[src/rtl/bp_common_pkg.sv]
// Shared types for the co-simulation scheduler: run-sequencing states and a saturating increment.
package bp_common_pkg;

   typedef enum logic [1:0] {e_init, e_run, e_drain, e_done} bp_cosim_sched_state_e;

   function automatic logic [31:0] sat_inc32(input logic [31:0] val);
      return (val == 32'hFFFF_FFFF) ? val : val + 32'd1;
   endfunction

endpackage

[src/rtl/bp_nonsynth_cosim_rr_arb.sv]
// Round-robin grant over pre-masked requests; the grant is held while the checker stalls.
module bp_nonsynth_cosim_rr_arb #(
   parameter int unsigned num_core_p = 4,
   localparam int unsigned id_width_lp = (num_core_p > 1) ? $clog2(num_core_p) : 1
) (
   input  logic                   clk_i,
   input  logic                   reset_i,
   input  logic [num_core_p-1:0]  v_i,
   input  logic                   ready_i,
   output logic                   v_o,
   output logic [id_width_lp-1:0] grant_id_o,
   output logic [num_core_p-1:0]  yumi_o
);

   logic [id_width_lp-1:0] rr_q, rr_d;
   logic [id_width_lp-1:0] held_q;
   logic                   stall_q;
   logic                   found;
   int unsigned            idx;

   always_comb begin
      grant_id_o = '0;
      found      = 1'b0;
      idx        = 0;
      for (int unsigned i = 0; i < num_core_p; i++) begin
         idx = (int'(rr_q) + i) % num_core_p;
         if (!found && v_i[idx]) begin
            found      = 1'b1;
            grant_id_o = id_width_lp'(idx);
         end
      end
      // A stalled grant stays put so the checker sees a stable record.
      if (stall_q && v_i[held_q]) begin
         grant_id_o = held_q;
      end
      v_o    = |v_i;
      yumi_o = '0;
      rr_d   = rr_q;
      if (v_o && ready_i) begin
         yumi_o[grant_id_o] = 1'b1;
         rr_d = (grant_id_o == id_width_lp'(num_core_p - 1)) ? '0 : grant_id_o + 1'b1;
      end
   end

   always_ff @(posedge clk_i) begin
      if (reset_i) begin
         rr_q    <= '0;
         held_q  <= '0;
         stall_q <= 1'b0;
      end else begin
         rr_q    <= rr_d;
         held_q  <= grant_id_o;
         stall_q <= v_o & ~ready_i;
      end
   end

endmodule

[src/rtl/bp_nonsynth_cosim_sched.sv]
// Serializes per-core commit records into one checker port and sequences init/run/drain/done.
// Optional stall watchdog enabled by defining BP_COSIM_SCHED_WATCHDOG_EN.
module bp_nonsynth_cosim_sched
   import bp_common_pkg::*;
#(
   parameter int unsigned num_core_p    = 4,
   parameter int unsigned rec_width_p   = 256,
   parameter int unsigned init_cycles_p = 8,
   parameter int unsigned drain_max_p   = 1024,
   parameter int unsigned wdog_max_p    = 65535,
   localparam int unsigned id_width_lp  = (num_core_p > 1) ? $clog2(num_core_p) : 1
) (
   input  logic                              clk_i,
   input  logic                              reset_i,
   input  logic                              freeze_i,
   input  logic [31:0]                       instr_cap_i,
   input  logic [num_core_p-1:0]             v_i,
   input  logic [num_core_p*rec_width_p-1:0] rec_i,
   output logic [num_core_p-1:0]             yumi_o,
   output logic                              v_o,
   output logic [rec_width_p-1:0]            rec_o,
   output logic [id_width_lp-1:0]            core_id_o,
   input  logic                              ready_i,
   input  logic                              fail_i,
   output logic [num_core_p-1:0]             core_finish_o,
   output logic                              done_o,
   output logic                              pass_o,
   output logic                              fail_o
);

   bp_cosim_sched_state_e  state_q, state_d;
   logic [31:0]            init_cnt_q, init_cnt_d;
   logic [31:0]            drain_cnt_q, drain_cnt_d;
   logic [31:0]            retire_q [num_core_p];
   logic [31:0]            retire_d [num_core_p];
   logic [num_core_p-1:0]  finish_q, finish_d;
   logic                   fail_q, fail_d;
   logic [num_core_p-1:0]  masked_v;
   logic [id_width_lp-1:0] grant_id;
   logic                   arb_v;
   logic                   wdog_trip;

   // Reset gates requests combinationally so in-flight records are never acknowledged.
   always_comb begin
      masked_v = '0;
      unique case (state_q)
         e_run:   masked_v = v_i & ~finish_q;
         e_drain: masked_v = v_i;
         default: masked_v = '0;
      endcase
      if (reset_i) masked_v = '0;
   end

   bp_nonsynth_cosim_rr_arb #(
      .num_core_p(num_core_p)
   ) u_arb (
      .clk_i     (clk_i),
      .reset_i   (reset_i),
      .v_i       (masked_v),
      .ready_i   (ready_i),
      .v_o       (arb_v),
      .grant_id_o(grant_id),
      .yumi_o    (yumi_o)
   );

   assign v_o       = arb_v;
   assign rec_o     = arb_v ? rec_i[grant_id*rec_width_p +: rec_width_p] : '0;
   assign core_id_o = arb_v ? grant_id : '0;

   always_comb begin
      finish_d = finish_q;
      for (int unsigned k = 0; k < num_core_p; k++) begin
         retire_d[k] = retire_q[k];
         if (yumi_o[k]) begin
            retire_d[k] = sat_inc32(retire_q[k]);
            if ((instr_cap_i != 32'd0) && (retire_d[k] == instr_cap_i)) finish_d[k] = 1'b1;
         end
      end
   end

`ifdef BP_COSIM_SCHED_WATCHDOG_EN
   logic [31:0] wdog_q, wdog_d;
   logic        wdog_stall;

   assign wdog_stall = (state_q == e_run) && (|v_i) && !(|yumi_o);
   assign wdog_trip  = wdog_stall && (wdog_q == 32'(wdog_max_p - 1));

   always_comb begin
      wdog_d = wdog_q;
      if (|yumi_o) wdog_d = '0;
      else if (wdog_stall) wdog_d = wdog_q + 32'd1;
   end

   always_ff @(posedge clk_i) begin
      if (reset_i) wdog_q <= '0;
      else         wdog_q <= wdog_d;
   end
`else
   assign wdog_trip = 1'b0;
`endif

   always_comb begin
      state_d     = state_q;
      init_cnt_d  = init_cnt_q;
      drain_cnt_d = drain_cnt_q;
      fail_d      = fail_q;
      unique case (state_q)
         e_init: begin
            if (freeze_i) begin
               init_cnt_d = '0;
            end else if (init_cnt_q == 32'(init_cycles_p - 1)) begin
               init_cnt_d = '0;
               state_d    = e_run;
            end else begin
               init_cnt_d = init_cnt_q + 32'd1;
            end
         end
         e_run: begin
            // Failure outranks a simultaneous last-core finish.
            if (fail_i || wdog_trip) begin
               state_d = e_done;
               fail_d  = 1'b1;
            end else if (&finish_q) begin
               state_d = e_drain;
            end
         end
         e_drain: begin
            drain_cnt_d = drain_cnt_q + 32'd1;
            if (fail_i) begin
               state_d = e_done;
               fail_d  = 1'b1;
            end else if (!(|v_i)) begin
               state_d = e_done;
            end else if (drain_cnt_q == 32'(drain_max_p - 1)) begin
               state_d = e_done;
               fail_d  = 1'b1;
            end
         end
         default: state_d = e_done;
      endcase
   end

   always_ff @(posedge clk_i) begin
      if (reset_i) begin
         state_q     <= e_init;
         init_cnt_q  <= '0;
         drain_cnt_q <= '0;
         finish_q    <= '0;
         fail_q      <= 1'b0;
         for (int unsigned k = 0; k < num_core_p; k++) retire_q[k] <= '0;
      end else begin
         state_q     <= state_d;
         init_cnt_q  <= init_cnt_d;
         drain_cnt_q <= drain_cnt_d;
         finish_q    <= finish_d;
         fail_q      <= fail_d;
         for (int unsigned k = 0; k < num_core_p; k++) retire_q[k] <= retire_d[k];
      end
   end

   assign core_finish_o = finish_q;
   assign done_o        = (state_q == e_done);
   assign fail_o        = fail_q;
   assign pass_o        = done_o & ~fail_q;

endmodule

[config.mk]
export PLATFORM = sky130hd
export DESIGN_NAME = bp_nonsynth_cosim_sched
export DESIGN_NICKNAME = d
export VERILOG_FILES = /design/src/rtl/bp_common_pkg.sv /design/src/rtl/bp_nonsynth_cosim_rr_arb.sv /design/src/rtl/bp_nonsynth_cosim_sched.sv
export SDC_FILE = /design/constraint.sdc
export NUM_CORES = 1
export LEC_CHECK = 0
export CAP_MARGIN = 20
export CORE_AREA = 2 2 526 528
export DETAILED_ROUTE_END_ITERATION = 16
export DIE_AREA = 0 0 528 530
export HOLD_SLACK_MARGIN = 0.08
export PLACE_DENSITY = 0.34
export SETUP_SLACK_MARGIN = 0.2
export SLEW_MARGIN = 25
export SYNTH_ARGS = -nofsm -noshare
export SYNTH_HDL_FRONTEND = slang
export SYNTH_SLANG_ARGS = --single-unit
[constraint.sdc]
create_clock -name clk_i -period 4.3 [get_ports clk_i]
set_input_delay 0.86 -clock clk_i [delete_from_list [all_inputs] [get_ports clk_i]]
set_output_delay 0.86 -clock clk_i [all_outputs]
set_load 0.005 [all_outputs]
After elaboration in Yosys (flattened, before gate mapping):

Memories as Yosys holds them, arrays and structs flattened.
Index checks and enable logic that the tools add are counted.

* register bits after elaboration: 76
* memory bits (writable): 128
* bits of input ports: 1065
* output and inout port bits: 270
* memories kept: 1

* add/subtract/negate cells: 10
* order comparisons: 7
* equality and inequality tests: 21
* shift-type cells: 1
* mux-type cells: 56
* bitwise operators: 10
* reduce and logical (&&, ||, !) cells: 25

Memories
* retire_q: words 4, width 32, rd ports 4, clocked after Yosys merged registers in 0, wr ports 4, line bp_nonsynth_cosim_sched.sv:34 `logic [31:0] retire_q [num_core_p];`

Operators by type and width (number)
* variable part select 1024 x 11 -> 256 bit: 1
* two-way mux 32 bit: 14
* two-way mux 256 bit: 1
* adder 32 x 1 -> 32 bit (second input constant): 6
* == test 32 bit: 4
* == test 32 bit (second input constant): 4
* == test 32 x 10 -> 1 bit (second input constant): 1
* == test 32 x 3 -> 1 bit (second input constant): 1
* nonzero test 32 bit: 1
* two-way mux 2 bit: 14
* < comparator 2 x 3 -> 1 bit (second input constant): 6
* two-way mux 1 bit: 16
* AND reduction 4 bit: 3
* binary-select mux 1 bit (select 2 bit): 5
* logical AND 1 bit: 10
* != test 3 bit (second input constant): 3
* two-way mux 4 bit: 2
* one-hot mux 4 bit (2 select lines): 1
* AND reduction 2 bit: 4
* OR reduction 4 bit: 2
* == test 2 bit (second input constant): 3
* != test 2 bit (second input constant): 3
* one-hot mux 2 bit (3 select lines): 1
* adder 2 x 1 -> 2 bit (second input constant): 2
* other kinds (14): 22

Depth between registers and ports, before layout:

Gate-level depths: netlist (run 1).

* depth in word-level cells: 24
* mapped depth: 19
* gate-level depth less buffers: 15

Modules after synthesis:

From an unflattened synthesis (run 1), not the netlist that was laid out.

* cell total of the unflattened synthesis: 2582
* area, all modules: 22451.5 um^2

Modules (own cells, without submodules)
* bp_nonsynth_cosim_sched: instances 1, cells an instance 2526, area an instance 21983.6 um^2
* bp_nonsynth_cosim_rr_arb: instances 1, cells an instance 56, area an instance 467.9 um^2

Least setup slack after synthesis (run 1):

No wires, ideal clock.

* path type: input -> output
* start: in reset_i
* end: out yumi_o[3]
* arrival time: 3.136 ns
* path slack: 0.304 ns
* stages: 12
* path through: nor2b_1 > buf_2 > o211a_1 > or3b_1 > a211oi_1 > nor3_2 > inv_2 > clkbuf_1 > clkbuf_1 > ha_1 > nand3_1 > clkinv_1

* longest elaborated chain between the ends: 19
* elaborated cells on any way between the ends: 34

Ends and longest elaborated chain
* start, declared: line bp_nonsynth_cosim_sched.sv:14 `input logic reset_i,`
* two-way mux 4 bit (*): line bp_nonsynth_cosim_sched.sv:51 `if (reset_i) masked_v = '0;`
* binary-select mux 1 bit (select 2 bit): line bp_nonsynth_cosim_rr_arb.sv:27 `if (!found && v_i[idx]) begin`
* two-way mux 1 bit (implied by the code): line bp_nonsynth_cosim_rr_arb.sv:27
* two-way mux 1 bit: line bp_nonsynth_cosim_rr_arb.sv:27
* zero test 1 bit: line bp_nonsynth_cosim_rr_arb.sv:27
* logical AND 1 bit: line bp_nonsynth_cosim_rr_arb.sv:27
* two-way mux 1 bit: line bp_nonsynth_cosim_rr_arb.sv:27
* zero test 1 bit: line bp_nonsynth_cosim_rr_arb.sv:27
* [... 3 more ...]
* logical AND 1 bit: line bp_nonsynth_cosim_rr_arb.sv:27
* two-way mux 2 bit: line bp_nonsynth_cosim_rr_arb.sv:27
* two-way mux 2 bit: line bp_nonsynth_cosim_rr_arb.sv:33 `if (stall_q && v_i[held_q]) begin`
* < comparator 2 x 3 -> 1 bit (implied by the code) or greater-or-equal comparator 2 x 1 -> 1 bit (tied branches): line bp_nonsynth_cosim_rr_arb.sv:40 `yumi_o[grant_id_o] = 1'b1;`
* logical AND 1 bit (implied by the code): line bp_nonsynth_cosim_rr_arb.sv:40
* two-way mux 1 bit (implied by the code): line bp_nonsynth_cosim_rr_arb.sv:40
* demux 1 bit (select 2 bit)
* two-way mux 4 bit (*): line bp_nonsynth_cosim_rr_arb.sv:39 `if (v_o && ready_i) begin`
* end, declared: line bp_nonsynth_cosim_sched.sv:19 `output logic [num_core_p-1:0] yumi_o,`

Every way passes the cells marked *; elsewhere a longest branch is shown, timed or not. The select of a mux whose other input is x is not followed.

Worst setup path after layout (run 1):

* start: reg state_q[1]
* end: out rec_o[121]

* longest elaborated chain between the ends: 18
* elaborated cells on any way between the ends: 32

Ends and longest elaborated chain
* start, declared: line bp_nonsynth_cosim_sched.sv:31 `bp_cosim_sched_state_e state_q, state_d;`
* start signal, assigned: line bp_nonsynth_cosim_sched.sv:145 `state_q <= e_init;`
* start signal, assigned: line bp_nonsynth_cosim_sched.sv:152 `state_q <= state_d;`
* == test 2 bit or == test 2 x 1 -> 1 bit (tied branches): line bp_nonsynth_cosim_sched.sv:46 `unique case (state_q)`
* one-hot mux 4 bit (2 select lines) (*): line bp_nonsynth_cosim_sched.sv:46
* two-way mux 4 bit (*): line bp_nonsynth_cosim_sched.sv:51
* binary-select mux 1 bit (select 2 bit): line bp_nonsynth_cosim_rr_arb.sv:27
* two-way mux 1 bit (implied by the code): line bp_nonsynth_cosim_rr_arb.sv:27
* two-way mux 1 bit: line bp_nonsynth_cosim_rr_arb.sv:27
* zero test 1 bit: line bp_nonsynth_cosim_rr_arb.sv:27
* logical AND 1 bit: line bp_nonsynth_cosim_rr_arb.sv:27
* [... 2 more ...]
* logical AND 1 bit: line bp_nonsynth_cosim_rr_arb.sv:27
* two-way mux 1 bit: line bp_nonsynth_cosim_rr_arb.sv:27
* zero test 1 bit: line bp_nonsynth_cosim_rr_arb.sv:27
* logical AND 1 bit: line bp_nonsynth_cosim_rr_arb.sv:27
* two-way mux 2 bit: line bp_nonsynth_cosim_rr_arb.sv:27
* two-way mux 2 bit: line bp_nonsynth_cosim_rr_arb.sv:33
* variable part select 1024 x 11 -> 256 bit: line bp_nonsynth_cosim_sched.sv:67 `assign rec_o = arb_v ? rec_i[grant_id*rec_width_p +: rec_width_p] : '0;`
* two-way mux 256 bit (*): line bp_nonsynth_cosim_sched.sv:67
* end, declared: line bp_nonsynth_cosim_sched.sv:21 `output logic [rec_width_p-1:0] rec_o,`

Marks and branches as above.

==> run metrics, run 1 <==
vias per cell roughly 4; pre-CTS setup slack -1.21 ns; worst hold slack between 0.4 and 0.5 ns; share of cells above drive strength 1 0.314; grt ovf 0; Residual DRC 0; dpl cell area approximately 45000 um2; Routed WL ~320000 um; Worst EP required approximately 3.4 ns; die height about 530 um; die area ~280000 um2; post-synth cell types 85; Worst Path Arrival between 4 and 5 ns; # rows 193; fin crit period roughly 5 ns; largest net degree at the start of global routing 72; first-pass GRT wire length between 300000 and 400000 um; Mean Syn Cell Area 5.96 um2; Pre-antenna DRT Iters 5; unrepaired setup endpoints after global routing yes; Synth Cell Area between 20000 and 25000 um2; adder-cell area share of the yosys netlist 0.00692; NumNets Final ~6.8k; clock-pin slew on the worst setup and hold paths approximately 0.07 ns; I/O pins ~1.3k; Clock Skew 0.0149 ns; CTS Buffer Depth 3; Worst R2R Path Depth 24; Final Hold Fails 0; gr usage total 0.213; Detailed Place HPWL approximately 260000 um; Worst R2R End retire_q[3][21]; post-route cell area 56600 um2; RD Place Congestion between 0.9 and 1; hold buffer count at cts 0; Primary FF master, synth dfxtp_1; H-tree depth 1; WHS Endpoint drain_cnt_q[31]; Initial Utilization 0.0855; via count approximately 38k; Slew @ Worst Pin about 0.91 ns; initial antenna violation count roughly 120; Final setup viols about 270; CTS Root Cell clkbuf_16; flops & latches, synth between 200 and 250; status complete, but fails checks; pwr/cell area between 100 and 150 nW/um2; r2r setup slk -0.24 ns; sequential fraction of the synthesis area 0.174; Net Count, Synth roughly 5k; Hold Path Cell Cnt 2; Port Buffers around 1.3k; Synth Instances between 3k and 4k; Slew Viols, Final 0; peak supply drop about 0.0002 V; drt wl/cell roughly 34 um; main combinational cell family by area after synthesis simple AND/OR/NAND/NOR gates; post-route clock period utilization 1.15; failing checks antenna rules, setup timing; Initial DRC Count around 2.8k; Setup Total Neg Slack -119.50 ns; Post-synth EDFFs 0; DRT antenna net count 1; CP endpoint kind output pin; Max Fanout on Critical Path 8; total CTS buffers 26; Slew headroom 0.383; multiplexer area fraction after synthesis 0.00745; r2r startpoint state_q[1]; Synth Warn # 0; number of global-route vias before repair between 30k and 40k; Final Util 0.206; critical path class reg -> out; Peak Freq between 200 and 250 MHz; core area roughly 270000 um2; CTS tree done; compound-cell area share of the yosys netlist 0.0913; Post-Synth Simple-Gate Area 0.543; hold path startpoint drain_cnt_q[31]; Die Wd roughly 530 um; Sinks on Clock Net a little over 200; final worst slack -0.644 ns; xor/xnor share of the synthesized area 0.112; Skew-Pair Late Insertion Delay 0.58 ns; Min-Delay Path Class reg -> reg; ys async rst share 0; startpoint types register; Area Growth Syn to Fin 141%; LEAKAGE 21.8 nW; Max Cap Viol 0
==> routing by layer <==
metal | vias to the layer above | part of all wire | track usage
met5 | - | 0.00085 | 0
met4 | 42 | 0.057 | 0.0823
li1 | 17212 | - | -
met1 | 18698 | 0.40 | 0.252
met2 | 1649 | 0.47 | 0.365
met3 | 418 | 0.076 | 0.0545
==> cell usage in the layout, fill, tap and decap left out, types with 26 or more instances in the layout <==
master           Yosys  layout
o21ai_0             73      71
xnor2_1            182     182
clkbuf_16            0      55
nand2_1           1169     921
nand2_2              0     133
nand2_4              0     112
and3_1             286      88
a21oi_1             83      80
and4_1              26      26
diode_2              0      42
nand3_2              0     173
nand4_1             90      90
inv_1               30      27
nand3_1            596     337
buf_8                0      51
buf_16               0      79
nor3_1              63      62
and3_4               0     198
nor4_1              86      85
or3_1               38      38
clkdlybuf4s50_1      0    1072
nand3_4              0      86
xor2_1             118     118
dfxtp_1            204     202
buf_4                2     310
buf_6                1     212
nor2_1             234     232
buf_12               0     240
==> how the worst max path moves through the flow <==
stage | endpoint | from | cells after the start
floorplan | yumi_o[3] | reset_i | 12
global placement | rec_o[213] | v_i[0] | 14
detailed placement | rec_o[213] | v_i[0] | 14
CTS | rec_o[23] | state_q[1] | 18
global route | rec_o[181] | state_q[0] | 24
finish | rec_o[121] | state_q[1] | 22
==> report_power, final <==
| group | switching [mW] | internal (mW) | total (mW) | leakage, nW |
|---|---|---|---|---|
| clock network | 0.992 | 1.27 | 2.26 | 0.408 |
| logic | 0.840 | 1.15 | 1.99 | 19.8 |
| registers | 0.000904 | 1.89 | 1.89 | 1.64 |
| total | 1.83 | 4.31 | 6.15 | 21.8 |
==> through the flow <==
step | total power, mW | std cells
2_1_floorplan | 2.27 | 3941
3_3_place_gp | 3.78 | 8909
3_5_place_dp | 3.77 | 8909
4_1_cts | 6.15 | 9165
5_1_grt | 6.37 | 9330
6_report | 6.15 | 9347
==> flip-flops by register name, summed over array words and instances (netlist names) <==
register       count
core_finish_o      4
drain_cnt_q       32
fail_o             1
init_cnt_q        32
retire_q         128
state_q            2
u_arb.held_q       2
u_arb.rr_q         2
u_arb.stall_q      1
==> area by class of cell <==
cell class / count / area [um2]
Fill cell: 30656 / 218000
Timing Repair Buffer: 2065 / 24600
Multi-Input combinational cell: 3348 / 22200
Tap cell: 3607 / 4510
Sequential cell: 204 / 4090
Clock buffer: 34 / 742
Inverter: 33 / 189
Antenna cell: 42 / 105
Clock inverter: 11 / 95.1
Timing Repair inverter: 3 / 80.1
==> cell families (layout without fill, tap and decap cells) <==
group,Yosys count,after routing
other,0,42
multiplexers,17,17
adder cells (fa/ha/maj),13,13
AO/OA/AOI/OAI,320,320
buffers and inverters,389,2146
flip-flops,204,204
XOR/XNOR,300,300
AND/OR/NAND/NOR,2698,2698
==> synthesized netlist by cell type, drive strengths merged (11+ instances only) <==
cell | count | area, um2
nor3 | 64 | 325
and2 | 14 | 87.6
dfxtp | 204 | 4080
buf | 84 | 387
o211ai | 11 | 82.6
nor2 | 234 | 878
and3 | 286 | 1790
nor4 | 90 | 606
inv | 31 | 116
a31oi | 17 | 106
xnor2 | 182 | 1590
a211oi | 15 | 118
or4 | 11 | 82.6
clkbuf | 272 | 1030
mux2i | 13 | 130
or3 | 39 | 249
nand3 | 596 | 2980
or2 | 13 | 81.3
nor3b | 11 | 82.6
a21oi | 83 | 415
nand2 | 1169 | 4390
a311oi | 18 | 158
ha | 13 | 163
xor2 | 118 | 1030
and4 | 26 | 228
nor2b | 19 | 119
nand4 | 94 | 613
o21ai | 75 | 379
==> repair_timing <==
item / CTS / global route
resized for setup: 1011 / 885
pin swaps: 105 / 267
endpoints found under the setup margin: 286 / 287
buffers inserted: 152 / 105
gates cloned: 59 / 36
==> worst max-delay path, cell delays in order (launching register included) <==
cell and delay (ns):
dfxtp_2 0.34, inv_2 0.05, ha_4 0.26, nor2b_4 0.17, buf_6 0.13, buf_6 0.09
o211ai_1 0.08, buf_4 0.16, a21oi_2 0.10, o211ai_1 0.16, o21a_4 0.26, buf_16 0.15
buf_12 0.15, buf_16 0.14, buf_16 0.15, buf_16 0.15, buf_4 0.13, nand2_4 0.07
nand3_4 0.11, buf_12 0.15, and3_4 0.18, buf_12 0.13, buf_12 0.13
Power figures use the tool's default switching activity.
==> run 2, diff against run 1 <==
CAP_MARGIN = default   (was 20)
==> results of run 2 <==
The final DEF is identical to that of run 1; final timing and power are the same.
